## config.mk

```make
export PLATFORM = sky130hd
export DESIGN_NAME = mem_lsu
export DESIGN_NICKNAME = d
export VERILOG_FILES = /design/src/rtl/mem_lsu.sv
export SDC_FILE = /design/constraint.sdc
export NUM_CORES = 1
export LEC_CHECK = 0
export ABC_CLOCK_PERIOD_IN_PS = 1800
export BUFFER_PORTS_ARGS = -buffer_cell sky130_fd_sc_hd__buf_2
export CELL_PAD_IN_SITES_DETAIL_PLACEMENT = 0
export CELL_PAD_IN_SITES_GLOBAL_PLACEMENT = 2
export CORE_MARGIN = 8
export CORE_UTILIZATION = 24
export DETAILED_ROUTE_END_ITERATION = 8
export GPL_TIMING_DRIVEN = 0
export PLACE_DENSITY = 0.78
export SETUP_SLACK_MARGIN = 0.15
export SYNTH_ARGS = -nofsm -noshare
export SYNTH_HDL_FRONTEND = slang
export SYNTH_SLANG_ARGS = --single-unit
export TNS_END_PERCENT = 1
```

## constraint.sdc

```tcl
create_clock -name clk -period 1.8 [get_ports clk]
set_clock_uncertainty 0.05 [all_clocks]
set_input_delay 0.27 -clock clk [delete_from_list [all_inputs] [get_ports clk]]
set_output_delay 0.27 -clock clk [all_outputs]
set_load 0.03 [all_outputs]
```

## src/rtl/mem_lsu.sv

```systemverilog
// MIPS memory-access stage: registers EX/MEM fields, runs a req/ack data-memory port (big-endian).
// Define MEM_ALIGN_CHECK_EN to trap misaligned halfword/word accesses instead of issuing them.
module mem_lsu (
  input  logic        clk,
  input  logic        rst,
  input  logic        wreg_i,
  input  logic [4:0]  waddr_i,
  input  logic [31:0] wdata_i,
  input  logic [7:0]  aluop_i,
  input  logic [31:0] reg2_i,
  input  logic [31:0] mem_addr_i,
  output logic        stall_req_o,
  output logic        dm_req_o,
  output logic        dm_we_o,
  output logic [31:0] dm_addr_o,
  output logic [3:0]  dm_sel_o,
  output logic [31:0] dm_wdata_o,
  input  logic        dm_ack_i,
  input  logic [31:0] dm_rdata_i,
  output logic        wreg_o,
  output logic [4:0]  waddr_o,
  output logic [31:0] wdata_o,
  output logic        align_err_o
);

  localparam logic [7:0] OpLb  = 8'b1110_0000;
  localparam logic [7:0] OpLbu = 8'b1110_0100;
  localparam logic [7:0] OpLh  = 8'b1110_0001;
  localparam logic [7:0] OpLhu = 8'b1110_0101;
  localparam logic [7:0] OpLw  = 8'b1110_0011;
  localparam logic [7:0] OpSb  = 8'b1110_1000;
  localparam logic [7:0] OpSh  = 8'b1110_1001;
  localparam logic [7:0] OpSw  = 8'b1110_1011;

  typedef enum logic {StIdle, StAccess} state_e;

  function automatic logic is_load(input logic [7:0] op);
    return op inside {OpLb, OpLbu, OpLh, OpLhu, OpLw};
  endfunction

  function automatic logic is_store(input logic [7:0] op);
    return op inside {OpSb, OpSh, OpSw};
  endfunction

  function automatic logic is_mem(input logic [7:0] op);
    return is_load(op) || is_store(op);
  endfunction

  state_e      state_q;
  logic        wreg_q;
  logic [4:0]  waddr_q;
  logic [31:0] wdata_q;
  logic [7:0]  aluop_q;
  logic [31:0] reg2_q;
  logic [31:0] addr_q;
  logic        wb_wreg_q;
  logic [4:0]  wb_waddr_q;
  logic [31:0] wb_wdata_q;
  logic        align_err_q;

  logic        in_access;
  logic        mis_in;
  logic        start_access;
  logic [3:0]  sel;
  logic [31:0] st_data;
  logic [7:0]  ld_byte;
  logic [15:0] ld_half;
  logic [31:0] ld_result;

`ifdef MEM_ALIGN_CHECK_EN
  function automatic logic misaligned(input logic [7:0] op, input logic [1:0] a);
    return ((op inside {OpLh, OpLhu, OpSh}) && a[0]) ||
           ((op inside {OpLw, OpSw}) && (a != 2'b00));
  endfunction

  assign mis_in = misaligned(aluop_i, mem_addr_i[1:0]);
`else
  assign mis_in = 1'b0;
`endif

  assign in_access    = (state_q == StAccess);
  assign start_access = is_mem(aluop_i) && !mis_in;
  // Combinational on ack so the op queued behind the access is captured on the ack edge.
  assign stall_req_o  = in_access && !dm_ack_i;

  always_comb begin
    sel     = 4'b1111;
    st_data = reg2_q;
    if (aluop_q inside {OpLb, OpLbu, OpSb}) begin
      sel     = 4'b1000 >> addr_q[1:0];
      st_data = {4{reg2_q[7:0]}};
    end else if (aluop_q inside {OpLh, OpLhu, OpSh}) begin
      sel     = addr_q[1] ? 4'b0011 : 4'b1100;
      st_data = {2{reg2_q[15:0]}};
    end
  end

  always_comb begin
    ld_byte = 8'h00;
    unique case (addr_q[1:0])
      2'b00: ld_byte = dm_rdata_i[31:24];
      2'b01: ld_byte = dm_rdata_i[23:16];
      2'b10: ld_byte = dm_rdata_i[15:8];
      2'b11: ld_byte = dm_rdata_i[7:0];
    endcase
    ld_half = addr_q[1] ? dm_rdata_i[15:0] : dm_rdata_i[31:16];
    case (aluop_q)
      OpLb:    ld_result = {{24{ld_byte[7]}}, ld_byte};
      OpLbu:   ld_result = {24'h0, ld_byte};
      OpLh:    ld_result = {{16{ld_half[15]}}, ld_half};
      OpLhu:   ld_result = {16'h0, ld_half};
      default: ld_result = dm_rdata_i;
    endcase
  end

  assign dm_req_o    = in_access;
  assign dm_we_o     = in_access && is_store(aluop_q);
  assign dm_addr_o   = in_access ? {addr_q[31:2], 2'b00} : 32'h0;
  assign dm_sel_o    = in_access ? sel : 4'b0000;
  assign dm_wdata_o  = in_access ? st_data : 32'h0;
  assign wreg_o      = wb_wreg_q;
  assign waddr_o     = wb_waddr_q;
  assign wdata_o     = wb_wdata_q;
  // Stays 0 when the alignment check is compiled out, since mis_in is then constant 0.
  assign align_err_o = align_err_q;

  always_ff @(posedge clk) begin
    if (rst) begin
      state_q     <= StIdle;
      wreg_q      <= 1'b0;
      waddr_q     <= 5'd0;
      wdata_q     <= 32'h0;
      aluop_q     <= 8'h0;
      reg2_q      <= 32'h0;
      addr_q      <= 32'h0;
      wb_wreg_q   <= 1'b0;
      wb_waddr_q  <= 5'd0;
      wb_wdata_q  <= 32'h0;
      align_err_q <= 1'b0;
    end else begin
      if (!stall_req_o) begin
        wreg_q      <= wreg_i;
        waddr_q     <= waddr_i;
        wdata_q     <= wdata_i;
        aluop_q     <= aluop_i;
        reg2_q      <= reg2_i;
        addr_q      <= mem_addr_i;
        align_err_q <= is_mem(aluop_i) && mis_in;
        state_q     <= start_access ? StAccess : StIdle;
      end else begin
        align_err_q <= 1'b0;
      end

      // Default is a bubble; only pass-through ops and acknowledged loads write back.
      wb_wreg_q  <= 1'b0;
      wb_waddr_q <= 5'd0;
      wb_wdata_q <= 32'h0;
      unique case (state_q)
        StIdle: begin
          // A memory op idling in the stage was rejected as misaligned.
          if (!is_mem(aluop_q)) begin
            wb_wreg_q  <= wreg_q;
            wb_waddr_q <= waddr_q;
            wb_wdata_q <= wdata_q;
          end
        end
        StAccess: begin
          if (dm_ack_i && is_load(aluop_q)) begin
            wb_wreg_q  <= wreg_q;
            wb_waddr_q <= waddr_q;
            wb_wdata_q <= ld_result;
          end
        end
      endcase
    end
  end

endmodule

```

==> flow_metrics.py <==
metrics = {
    "status": {
        "run_status": "complete, but fails checks",
        "failed_checks": "negative setup slack",
    },
    "place": {
        "io_buffers": 251,
        "placer_congestion_estimate": 0.806,
        "dpl_worst_slack_ns": -0.683,
        "place_hpwl_um": 21400,
    },
    "cts": {
        "clk_root_buffer_cell": "clkbuf_16",
        "path_clk_slew_ns": 0.08,
        "total_clock_sinks": 149,
        "cts_buf_count": 17,
        "cts_max_path_buffers": 2,
        "worstSkewPairLatency_ns": 0.43,
        "tritoncts": "built",
        "clock_tree.htree_level_count": 4,
    },
    "yosys": {
        "synth.largest_area_cell": "dfxtp_1",
        "synth-main-ff-cell": "dfxtp_1",
        "ys_types": 51,
        "synthMostInstantiatedCell": "nand2_1",
        "number_of_cells_produced_by_synthesis": 842,
        "synth_async_sr_flop_share": 0,
        "synth_top_area_frac": 0.446,
        "netlist_top_cells_count": "nand2_1, dfxtp_1, a21oi_1",
        "synth_sequential_area_ratio": 0.446,
        "ys.warnings.count": 0,
        "synth_seq_cells": 149,
        "post_synth_edffs": 0,
        "post_synth_main_area_contributors": "dfxtp_1, nand2_1, a21oi_1",
        "post_synth.cell_area_avg_um2": 7.95,
        "post_synth_instance_area_um2": 6700,
    },
    "power": {
        "switching_share": 0.297,
        "power_report.internal_total_mw": 5.74,
        "total_net_switching_power_mw": 2.43,
        "clk_network_pwr_share": 0.449,
        "power.density_nw_per_um2": 797,
        "pwr-share-seq": 0.438,
        "pwr-share-comb": 0.114,
        "peakVddDrop_mv": 0.388,
        "report.power.total_mw": 8.16,
        "static-leakage-power_nw": 4.52,
    },
    "routing": {
        "route.vias.total": 6946,
        "initialDrtViolationCount": 273,
        "remaining_drc_errors": 0,
        "wl_per_cell_um": 18.4,
        "post_drt_via_cell_ratio": 4.55,
        "drtAntennaViolNets": 0,
        "wl_um": 28100,
        "firstDrtPassIters": 5,
    },
    "final_layout": {
        "post_route_cells_drive_above_1_share": 0.391,
        "nNetsFinal": 1278,
        "fill_cells": 2969,
        "area.growth.synth_to_final_pct": 52.9,
    },
    "sta": {
        "timing.final.ws_setup_ns": -0.531,
        "worst_hold_slack_ns": 0.0185,
        "setup_viol": 65,
        "post-route-period-util": 1.29,
        "final-max-slew-violation-count": 0,
        "rsz0062_at_grt": "true",
        "period_needed_ns": 2.33,
        "final.setup.tns_ns": -15.66,
        "max_freq_mhz": 429,
        "timing_hold_violations_final": 0,
        "slew-limit-headroom": 0.584,
        "tightestPinTransition_ns": 0.624,
    },
    "flow_run": {
        "max_cap_violations": 0,
    },
    "grt": {
        "grt_first_pass_wirelength_um": 42600,
        "overflow": 0,
        "grt.total_usage": 0.164,
        "grt_max_degree": 19,
        "antenna_violations_before_repair": 6,
        "first_global_vias": 7075,
    },
    "floorplanning": {
        "core_um2": 27600,
        "floorplan.die_area_um2": 33500,
        "rows": 61,
        "initial_utilization": 0.242,
        "boundaryPins": 255,
        "floorplan.die.height_um": 183,
        "die_w_um": 183,
    },
    "setup_path": {
        "timing.critical_path.required_ns": 1.48,
        "crit_path_top_delay_cell": "dfxtp_4",
        "worst-path-stages": 7,
        "timing.critical_path.max_delay_family": "buffers and inverters",
        "r2r_cells": 6,
        "reg2reg_from": "aluop_q[7]$_SDFFE_PP0N_",
        "cp-endpoint": "dm_wdata_o[28]",
        "slowest_delay_ns": 0.35,
        "end_kind": "output port",
        "critPathBufInv": 4,
        "critical_path.startpoint_type": "register",
        "timing.critical_path.from": "aluop_q[7]$_SDFFE_PP0N_",
        "worst-r2r-setup-slack_ns": -0.20,
        "path_cells": "and4b_2 > and3_4 > buf_6 > buf_12 > buf_12 > a211oi_4 > buf_6",
        "worstReg2RegEnd": "wdata_o[29]$_SDFF_PP0_",
        "cp_data_arrival_time_ns": 2.01,
        "crit_path_max_fanout": 6,
        "timing.setup.critical_path_class": "register to output port",
    },
    "worst_hold_path": {
        "hp-class": "input pin to register",
    },
}
## cells in the final DEF (no fill, tap or decap), drive strengths merged, types with 3 or more instances in the layout
cell         count
conb             3
a21oi          130
a221oi           7
nor2b            8
nand2          248
dfxtp          149
nor2            39
o21ai           10
clkbuf          67
dlygate4sd3      6
a22o             7
inv             12
mux4             7
o31ai           16
nor4             7
nand2b           6
mux2i           20
o221a            7
a211oi           9
clkinv           9
and2            45
nand3           19
o211ai           8
buf            285
## worst min-delay path by stage
stage / start / to / cells after the start / slack [ns]
after floorplan: mem_addr_i[0] / addr_q[0]$_SDFFE_PP0N_ / 2 / 0.36
after global placement: addr_q[26]$_SDFFE_PP0N_ / addr_q[26]$_SDFFE_PP0N_ / 2 / 0.38
after detailed placement: addr_q[4]$_SDFFE_PP0N_ / addr_q[4]$_SDFFE_PP0N_ / 2 / 0.39
after CTS: mem_addr_i[6] / addr_q[6]$_SDFFE_PP0N_ / 3 / 0.001
after global routing: mem_addr_i[6] / addr_q[6]$_SDFFE_PP0N_ / 3 / 0.009
final: reg2_i[6] / reg2_q[6]$_SDFFE_PP0N_ / 3 / 0.02
## power groups by stage
stage / registers, mW / clock network, mW / logic (mW)
final: 3.57 / 3.66 / 0.930
after floorplan: 3.68 / 0 / 0.441
after detailed placement: 3.65 / 0 / 0.875
after global routing: 3.59 / 3.90 / 1.02
after CTS: 3.57 / 3.77 / 0.921
after global placement: 3.64 / 0 / 0.872
## flip-flops by register name, indices dropped and copies added, names as in the netlist
register  flops
addr_q       32
aluop_q       8
dm_req_o      1
reg2_q       32
waddr_o       5
waddr_q       5
wdata_o      32
wdata_q      32
wreg_o        1
wreg_q        1
## cell families after synthesis
family / share of synthesized area
simple gates: 0.255
buf+inv: 0.0527
flops: 0.446
mux: 0.0551
other cells: 0.000560
compound gates: 0.191
## area by class of cell
| class | instances | area (µm²) | area share |
|---|---|---|---|
| Antenna cell | 1 | 2.50 | 0.000244 |
| Buffer | 71 | 554 | 0.0541 |
| Clock buffer | 17 | 425 | 0.0416 |
| Clock inverter | 15 | 186 | 0.0182 |
| Inverter | 6 | 30.0 | 0.00293 |
| Multi-Input combinational cell | 618 | 3800 | 0.371 |
| Sequential cell | 149 | 3000 | 0.293 |
| Tap cell | 378 | 473 | 0.0462 |
| Timing Repair Buffer | 270 | 1770 | 0.172 |
## metal layers
layer  up-vias  track usage  wire length (µm)
li1       3442            -                 -
met1      3249        0.204             12300
met2       222        0.269             13100
met3        23       0.0603              2410
met4        10       0.0309               210
met5         -            0                64
## tightest hold or removal path, stage by stage
cell	delay, ns
buf_2	0.10
nand2_1	0.05
a21oi_1	0.05
## stage by stage
stage	utilization	cell area, µm²	instances
3_3_place_gp	0.317	8750	1473
2_1_floorplan	-	7020	844
3_5_place_dp	0.317	8750	1473
4_1_cts	0.363	10000	1512
5_1_grt	0.370	10200	1524
6_report	0.370	10200	1525
## what timing repair did
item,in CTS,in global routing
endpoints found under the hold margin,6,0
resized for setup,196,49
endpoints found under the setup margin,206,163
cloned,0,1
hold buffers,6,0
buffers inserted,1,11
pin swaps,3,9
No activity file was read; power rests on OpenSTA's default activity.
